==> src/rtl/alu_sequencer_if.sv <==
// Command and response channels between a stimulus source and alu_sequencer.
// The source side uses modport master; the sequencer uses modport slave.
interface alu_sequencer_if #(
   parameter int SIZE  = 8,
   parameter int REP_W = 3
);
   logic             cmd_valid;
   logic             cmd_ready;
   logic [5:0]       cmd_sel;
   logic [SIZE-1:0]  cmd_data;
   logic             cmd_cin;
   logic [REP_W-1:0] cmd_rep;
   logic             res_valid;
   logic             res_ready;
   logic [SIZE-1:0]  res_data;
   logic             res_err;

   modport master (
      output cmd_valid, cmd_sel, cmd_data, cmd_cin, cmd_rep, res_ready,
      input  cmd_ready, res_valid, res_data, res_err
   );

   modport slave (
      input  cmd_valid, cmd_sel, cmd_data, cmd_cin, cmd_rep, res_ready,
      output cmd_ready, res_valid, res_data, res_err
   );
endinterface

==> src/rtl/alu_sequencer.sv <==
// Sequences one ALU pass per command, plus optional shift-only repeat passes,
// and owns the accumulator that feeds ALU operand a.
module alu_sequencer #(
   parameter int SIZE  = 8,
   parameter int REP_W = 3
) (
   input  logic               clk,
   input  logic               rst,
   alu_sequencer_if.slave     bus,
   output logic [SIZE-1:0]    alu_a,
   output logic [SIZE-1:0]    alu_b,
   output logic               alu_cin,
   output logic [5:0]         alu_sel,
   input  logic [SIZE-1:0]    alu_y,
   output logic [SIZE-1:0]    acc
);
   localparam logic [1:0] IDLE   = 2'd0;
   localparam logic [1:0] EXEC   = 2'd1;
   localparam logic [1:0] REPEAT = 2'd2;
   localparam logic [1:0] RESP   = 2'd3;

   localparam logic [REP_W-1:0] REP_ZERO = {REP_W{1'b0}};
   localparam logic [REP_W-1:0] REP_ONE  = {{(REP_W-1){1'b0}}, 1'b1};
   // Idle opcode: no shift, arithmetic a+cin, so alu_y simply mirrors acc.
   localparam logic [5:0]       SEL_IDLE = 6'b100000;

   logic [1:0]       state_r;
   logic [SIZE-1:0]  acc_r;
   logic [SIZE-1:0]  data_r;
   logic [5:0]       sel_r;
   logic             cin_r;
   logic             err_r;
   logic [REP_W-1:0] cnt_r;

   // Control state, latched command fields and accumulator write-back.
   always_ff @(posedge clk) begin
      if (rst) begin
         state_r <= IDLE;
         acc_r   <= {SIZE{1'b0}};
         data_r  <= {SIZE{1'b0}};
         sel_r   <= 6'b000000;
         cin_r   <= 1'b0;
         err_r   <= 1'b0;
         cnt_r   <= REP_ZERO;
      end else begin
         case (state_r)
            IDLE: begin
               if (bus.cmd_valid) begin
                  sel_r  <= bus.cmd_sel;
                  data_r <= bus.cmd_data;
                  cin_r  <= bus.cmd_cin;
                  cnt_r  <= bus.cmd_rep;
                  // Shift code 01 makes the ALU output undefined: reject it.
                  if (bus.cmd_sel[5:4] == 2'b01) begin
                     err_r   <= 1'b1;
                     state_r <= RESP;
                  end else begin
                     err_r   <= 1'b0;
                     state_r <= EXEC;
                  end
               end
            end
            EXEC: begin
               acc_r <= alu_y;
               if (cnt_r != REP_ZERO) begin
                  state_r <= REPEAT;
               end else begin
                  state_r <= RESP;
               end
            end
            REPEAT: begin
               acc_r <= alu_y;
               cnt_r <= cnt_r - REP_ONE;
               if (cnt_r == REP_ONE) begin
                  state_r <= RESP;
               end else begin
                  state_r <= REPEAT;
               end
            end
            RESP: begin
               if (bus.res_ready) begin
                  state_r <= IDLE;
               end else begin
                  state_r <= RESP;
               end
            end
            default: begin
               state_r <= IDLE;
            end
         endcase
      end
   end

   // ALU drive decoded from registered state only.
   always_comb begin
      alu_a   = acc_r;
      alu_b   = {SIZE{1'b0}};
      alu_cin = 1'b0;
      alu_sel = SEL_IDLE;
      case (state_r)
         EXEC: begin
            alu_b   = data_r;
            alu_cin = cin_r;
            alu_sel = sel_r;
         end
         REPEAT: begin
            alu_sel = {sel_r[5:4], 4'b0000};
         end
         default: begin
            alu_sel = SEL_IDLE;
         end
      endcase
   end

   assign bus.cmd_ready = (state_r == IDLE);
   assign bus.res_valid = (state_r == RESP);
   assign bus.res_data  = acc_r;
   assign bus.res_err   = (state_r == RESP) & err_r;
   assign acc           = acc_r;

endmodule

==> src/flat_wrapper.sv <==
// flat-port wrapper written by rule: the top's interface ports become plain ports
module alu_sequencer_flat 
#(
   parameter int SIZE  = 8,
   parameter int REP_W = 3
)
  (clk, rst, alu_a, alu_b, alu_cin, alu_sel, alu_y, acc, bus_cmd_valid, bus_cmd_sel, bus_cmd_data, bus_cmd_cin, bus_cmd_rep, bus_res_ready, bus_cmd_ready, bus_res_valid, bus_res_data, bus_res_err);
  alu_sequencer_if #(.SIZE(SIZE), .REP_W(REP_W)) bus_i ();
  input  logic clk;
  input  logic rst;
  output logic [SIZE-1:0] alu_a;
  output logic [SIZE-1:0] alu_b;
  output logic alu_cin;
  output logic [5:0] alu_sel;
  input  logic [SIZE-1:0] alu_y;
  output logic [SIZE-1:0] acc;
  input wire logic [$bits(bus_i.cmd_valid)-1:0] bus_cmd_valid;
  input wire logic [$bits(bus_i.cmd_sel)-1:0] bus_cmd_sel;
  input wire logic [$bits(bus_i.cmd_data)-1:0] bus_cmd_data;
  input wire logic [$bits(bus_i.cmd_cin)-1:0] bus_cmd_cin;
  input wire logic [$bits(bus_i.cmd_rep)-1:0] bus_cmd_rep;
  input wire logic [$bits(bus_i.res_ready)-1:0] bus_res_ready;
  output wire logic [$bits(bus_i.cmd_ready)-1:0] bus_cmd_ready;
  output wire logic [$bits(bus_i.res_valid)-1:0] bus_res_valid;
  output wire logic [$bits(bus_i.res_data)-1:0] bus_res_data;
  output wire logic [$bits(bus_i.res_err)-1:0] bus_res_err;
  assign bus_i.cmd_valid = bus_cmd_valid;
  assign bus_i.cmd_sel = bus_cmd_sel;
  assign bus_i.cmd_data = bus_cmd_data;
  assign bus_i.cmd_cin = bus_cmd_cin;
  assign bus_i.cmd_rep = bus_cmd_rep;
  assign bus_i.res_ready = bus_res_ready;
  assign bus_cmd_ready = bus_i.cmd_ready;
  assign bus_res_valid = bus_i.res_valid;
  assign bus_res_data = bus_i.res_data;
  assign bus_res_err = bus_i.res_err;
  alu_sequencer #(.SIZE(SIZE), .REP_W(REP_W)) u_core (.clk(clk), .rst(rst), .bus(bus_i), .alu_a(alu_a), .alu_b(alu_b), .alu_cin(alu_cin), .alu_sel(alu_sel), .alu_y(alu_y), .acc(acc));
endmodule
==> config.mk <==
export PLATFORM = sky130hd
export DESIGN_NAME = alu_sequencer_flat
export DESIGN_NICKNAME = d
export VERILOG_FILES = /design/src/rtl/alu_sequencer_if.sv /design/src/rtl/alu_sequencer.sv /design/src/flat_wrapper.sv
export SDC_FILE = /design/constraint.sdc
export NUM_CORES = 1
export LEC_CHECK = 0
export CORE_UTILIZATION = 40
export CTS_CLUSTER_DIAMETER = 200
export DETAILED_ROUTE_END_ITERATION = 8
export PLACE_DENSITY = 0.8
export SLEW_MARGIN = 20
export SYNTH_ARGS = -nofsm -noshare
export SYNTH_HDL_FRONTEND = slang
export SYNTH_SLANG_ARGS = --single-unit
==> constraint.sdc <==
create_clock -name clk -period 1.67 [get_ports clk]
set_input_delay 0.167 -clock clk [delete_from_list [all_inputs] [get_ports clk]]
set_output_delay 0.167 -clock clk [all_outputs]
set_load 0.005 [all_outputs]
* Word level (Yosys, flattened, before mapping)
Index checks and enable logic that the tools add are counted. W data, S select, Z words.
Cells by class: $add $sub $neg 1, eq/ne operators 6, muxes and demuxes 12, bitwise operators 1, reduce and logical (&&, ||, !) cells 6
Operator list (number):
- $pmux W6 S2 | 1
- $mux W8 | 1
- $pmux W2 S4 | 1
- $mux W2 | 3
- $pmux W3 S2 | 1
- $eq A2 B1 Y1 const B | 2
- $eq A2 B2 Y1 const B | 2
- $mux W1 | 4
- $reduce_and A2 Y1 | 2
- $eq A3 B1 Y1 const B | 1
- $mux W3 | 1
- $reduce_bool A3 Y1 | 1
- $sub A3 B1 Y3 const B | 1
- $logic_not A2 Y1 | 1
- $ne A2 B2 Y1 const B | 1
- $reduce_bool A2 Y1 | 1
- $reduce_or A2 Y1 | 1
- $and A1 B1 Y1 | 1
Storage, ports and cells: flip-flop bits (word level) 29, input bits 30, output and inout port bits 42

* Logic depth before layout (Yosys ltp)
word-level depth 4, mapped depth 8

* Least setup slack after synthesis
Ideal clock, no wire load.
kind flip-flop to flip-flop, start point register u_core.state_r[0], end point register u_core.cnt_r[0], setup time 0.070 ns, data arrival time 1.400 ns, slack 0.199 ns, stages on the path, launching flop included 7, path buffers 1, clock period less this slack 1.471 ns, path through dfxtp_1 inv_1 ha_1 buf_6 mux2i_2 or3_1 a21oi_1
On the way: longest elaborated chain between the ends 3, elaborated cells on any way between the ends 6
Ends and longest elaborated chain:
- start: declaration | line alu_sequencer.sv:27 | logic [1:0] state_r;
- start signal: assignment | line alu_sequencer.sv:38 | state_r <= IDLE;
- start signal: assignment | line alu_sequencer.sv:56 | state_r <= RESP;
- start signal: assignment | line alu_sequencer.sv:59 | state_r <= EXEC;
- $logic_not A2 Y1 (*)
- via bus_cmd_ready | line flat_wrapper.sv:23 | output wire logic [$bits(bus_i.cmd_ready)-1:0] bus_cmd_ready;
- $ne A2 B2 Y1 (no source line) / $reduce_bool A2 Y1 (equally long branches)
- $reduce_and A2 Y1 (no source line)
- end signal: assignment | line alu_sequencer.sv:52 | cnt_r <= bus.cmd_rep;
- end signal: assignment | line alu_sequencer.sv:73 | cnt_r <= cnt_r - REP_ONE;
- end: declaration | line alu_sequencer.sv:33 | logic [REP_W-1:0] cnt_r;
The timed path passes the listed nets; every way through them passes the cells marked *. A chain may end at the register's enable or synchronous reset.

* Final worst setup path
start point register u_core.state_r[1], end point output alu_b[6]
On the way: longest elaborated chain between the ends 2
Ends and longest elaborated chain:
- $eq A2 B1 Y1 | line alu_sequencer.sv:100 | case (state_r)
- $mux W8 | line alu_sequencer.sv:100
- end: declaration | line flat_wrapper.sv:12 | output logic [SIZE-1:0] alu_b;
Every way passes these cells.

==> metrics <==
Finish-stage setup viols=0; global routing usage on met1=21.8%; share of layout cells above drive strength 1=15.9%; pin count of the biggest net entering global routing=30; Area growth syn-to-layout=53.9%; Max Root-Sink Buffers=2; ant diodes=0; crit path max fanout=4; final WL=roughly 3600 µm; Worst EP required=~1500 ps; RSZ-0062 raised after global routing=no; combinational share of power=between 50% and 60%; grt peak-use layer=met2; GRT Residual Overflow=0; Tcrit/Tclk final=97.3%; Slowest cell on crit path=dfxtp_2; Chip Width=62.3 µm; Final Util=~66%; later-pin clock latency in the skew report=330 ps; crit path cell chain=inv_2 > ha_4 > buf_6 > and2_4 > dlygate4sd2_1; vias in the first global route=1,245; worst-margin pin slew=between 500 and 600 ps; status=finished, final reports clean; Yosys cell types=27; first-pass GRT wire length=between 5000 and 6000 µm; worst hold slack=365 ps; M3 GR Usage=about 6.6%; Final WS setup=44.6 ps; initial antenna violation count=0; Final Slew Violations=0; peak supply drop=between 0.0007 and 0.0008 V; Clk pwr share=14.4%; final setup skew=~16 ps; DRT iter0 DRCs=39; Critical Path Sink Type=output port; initial core utilization=42.6%; met2 Usage GRT=around 34%; Num Clock Sinks=29; Leak=approximately 0.94 nW; H-tree depth=2; syn_area_per_cell=roughly 8.3 µm²; Post-DRT Antenna Nets=0; Netlist Area Pre-Place=between 1000 and 1500 µm²; CTS tree=done; synth warn=0; HP Class=input port to flip-flop; Critical Path Start Type=flip-flop; Max Cap Viol=0; Final Hold Viols=0; fmax=approximately 620 MHz; post-synthesis sequential area ratio=about two fifths; Placer Congestion=0.723; pre-CTS WS=about 18 ps; Sw Pwr=approximately 1.2 mW; register clock-pin slew on the reported worst setup and hold paths=approximately 100 ps; cts bufs inserted=5; die area=3880 µm²; Final min period=approximately 1600 ps; Final nets=275; slowest stage delay, CP=approximately 360 ps; most frequent cells in the layout=clkdlybuf4s50_1 (53), nand2_1 (33), dfxtp_1 (27), a21oi_1 (19), and2_1 (14); commonest non-fill, non-tap cell in the layout=clkdlybuf4s50_1; Int Pwr=between 2 and 2.5 mW; Reg power frac=~30%; Via density=around 4.6; root buf cell=clkbuf_4; Core Footprint=3420 µm²; DRC viols=0; Sw Ratio=a little over a third; via count=between 1,000 and 1,500; PortBufs=between 70 and 80; Yosys reg bits=29; Post-Synthesis Cells=roughly 180; Ports=72; WL/cell=about 12 µm; die height=between 60 and 70 µm; DP Wirelength=around 2400 µm; row count=21; syn nets=around 210; PwrDens=between 1500 and 2000 nW/µm²; GRT Util Overall=19.4%; Arrival @ worst endpoint=1460 ps; Max-Slew Margin vs Limit=a little under two thirds; drt pass-1 iters=4; Setup Crit Path Kind=flip-flop to output port
## worst paths after layout
path                            cells past startpoint  slack (ps)                      startpoint                      endpoint
worst min register to register                      2         450       u_core.cin_r$_SDFFE_PP0P_     u_core.cin_r$_SDFFE_PP0P_
worst max-delay path                                5          40  u_core.state_r[1]$_SDFFE_PP0P_                      alu_b[6]
worst min-delay path                                3         370                  bus_cmd_sel[0]  u_core.sel_r[0]$_SDFFE_PP0P_
worst max register to register                      7         100  u_core.state_r[0]$_SDFFE_PP0P_  u_core.cnt_r[0]$_SDFFE_PP0P_
## cell type report
class | instances | area [µm²]
flip-flops and latches | 29 | 586
well taps | 46 | 57.6
clock buffers | 7 | 65.1
clock inverters | 1 | 5.00
inverters | 4 | 15.0
repair buffers | 82 | 779
fillers | 303 | 1180
multi-input cells | 116 | 732
## per-stage QoR
step | power (mW) | std cells | area (µm²) | setup TNS, ps
3_5_place_dp | 2.75 | 273 | 2110 | 0
5_1_grt | 3.65 | 285 | 2240 | 0
4_1_cts | 3.38 | 285 | 2240 | -38.1
3_3_place_gp | 2.72 | 273 | 2110 | 0
2_1_floorplan | 2.07 | 175 | 1460 | 0
6_report | 3.40 | 285 | 2240 | 0
## critical path: cells and delay by family, from the launching register on
kind / cells / cell delay [ps]
flip-flops: 1 / 360
buffers and inverters: 3 / 430
AND/OR/NAND/NOR: 1 / 150
adder cells (fa/ha/maj): 1 / 180
## cell families (layout without fill, tap and decap cells)
kind of cell,count (synthesis),count (layout),synth area share (%)
buffers and inverters,30,94,13.0
AND/OR/NAND/NOR,72,72,23.6
adder cells (fa/ha/maj),7,7,6.02
multiplexers,9,9,6.45
flip-flops,29,29,39.9
AO/OA/AOI/OAI,28,28,11.1
## Yosys cell counts
cell,number,area (µm²)
nand2_1,33,124
dfxtp_1,29,581
a21oi_1,19,95.1
buf_4,17,128
and2_1,15,93.8
nor2_1,11,41.3
mux2i_1,8,80.1
ha_1,7,87.6
nor2b_1,5,31.3
clkbuf_1,4,15.0
inv_1,4,15.0
buf_2,3,15.0
nand3b_1,3,22.5
o21ai_0,3,15.0
nand2b_1,2,12.5
a211oi_1,1,7.51
a21o_2,1,8.76
a22oi_1,1,7.51
a311oi_1,1,8.76
buf_6,1,11.3
clkbuf_2,1,5.00
mux2i_2,1,13.8
nor3_1,1,5.00
nor4_1,1,6.26
o211a_1,1,10.0
o31a_1,1,8.76
or3_1,1,6.26
## metal layers
metal | part of all wire [%] | vias to the layer above
met3 | 5.3 | 7
met1 | 42 | 600
met4 | 2.0 | 0
met2 | 51 | 38
met5 | 0 | -
li1 | - | 677
## registers in the layout (all words and copies together) (netlist names)
| register | flops |
|---|---|
| u_core.err_r | 1 |
| u_core.state_r | 2 |
| u_core.sel_r | 6 |
| u_core.cnt_r | 3 |
| u_core.data_r | 8 |
| u_core.acc | 8 |
| u_core.cin_r | 1 |
## power by group through the flow
stage / clock network, mW / registers (mW) / logic, mW
2_1_floorplan: 0 / 1.01 / 1.06
3_3_place_gp: 0 / 1.01 / 1.71
3_5_place_dp: 0 / 1.02 / 1.73
4_1_cts: 0.497 / 1.02 / 1.87
5_1_grt: 0.541 / 1.06 / 2.05
6_report: 0.488 / 1.03 / 1.88
## repair_timing
action / 4_1_cts / 5_1_grt
gates cloned: 0 / 0
buffers inserted: 4 / 0
setup endpoints to repair: 18 / 16
pin swaps: 2 / 1
resized for setup: 38 / 17
hold buffers: 0 / 0
Note: power is estimated with default switching activity, not from simulation.
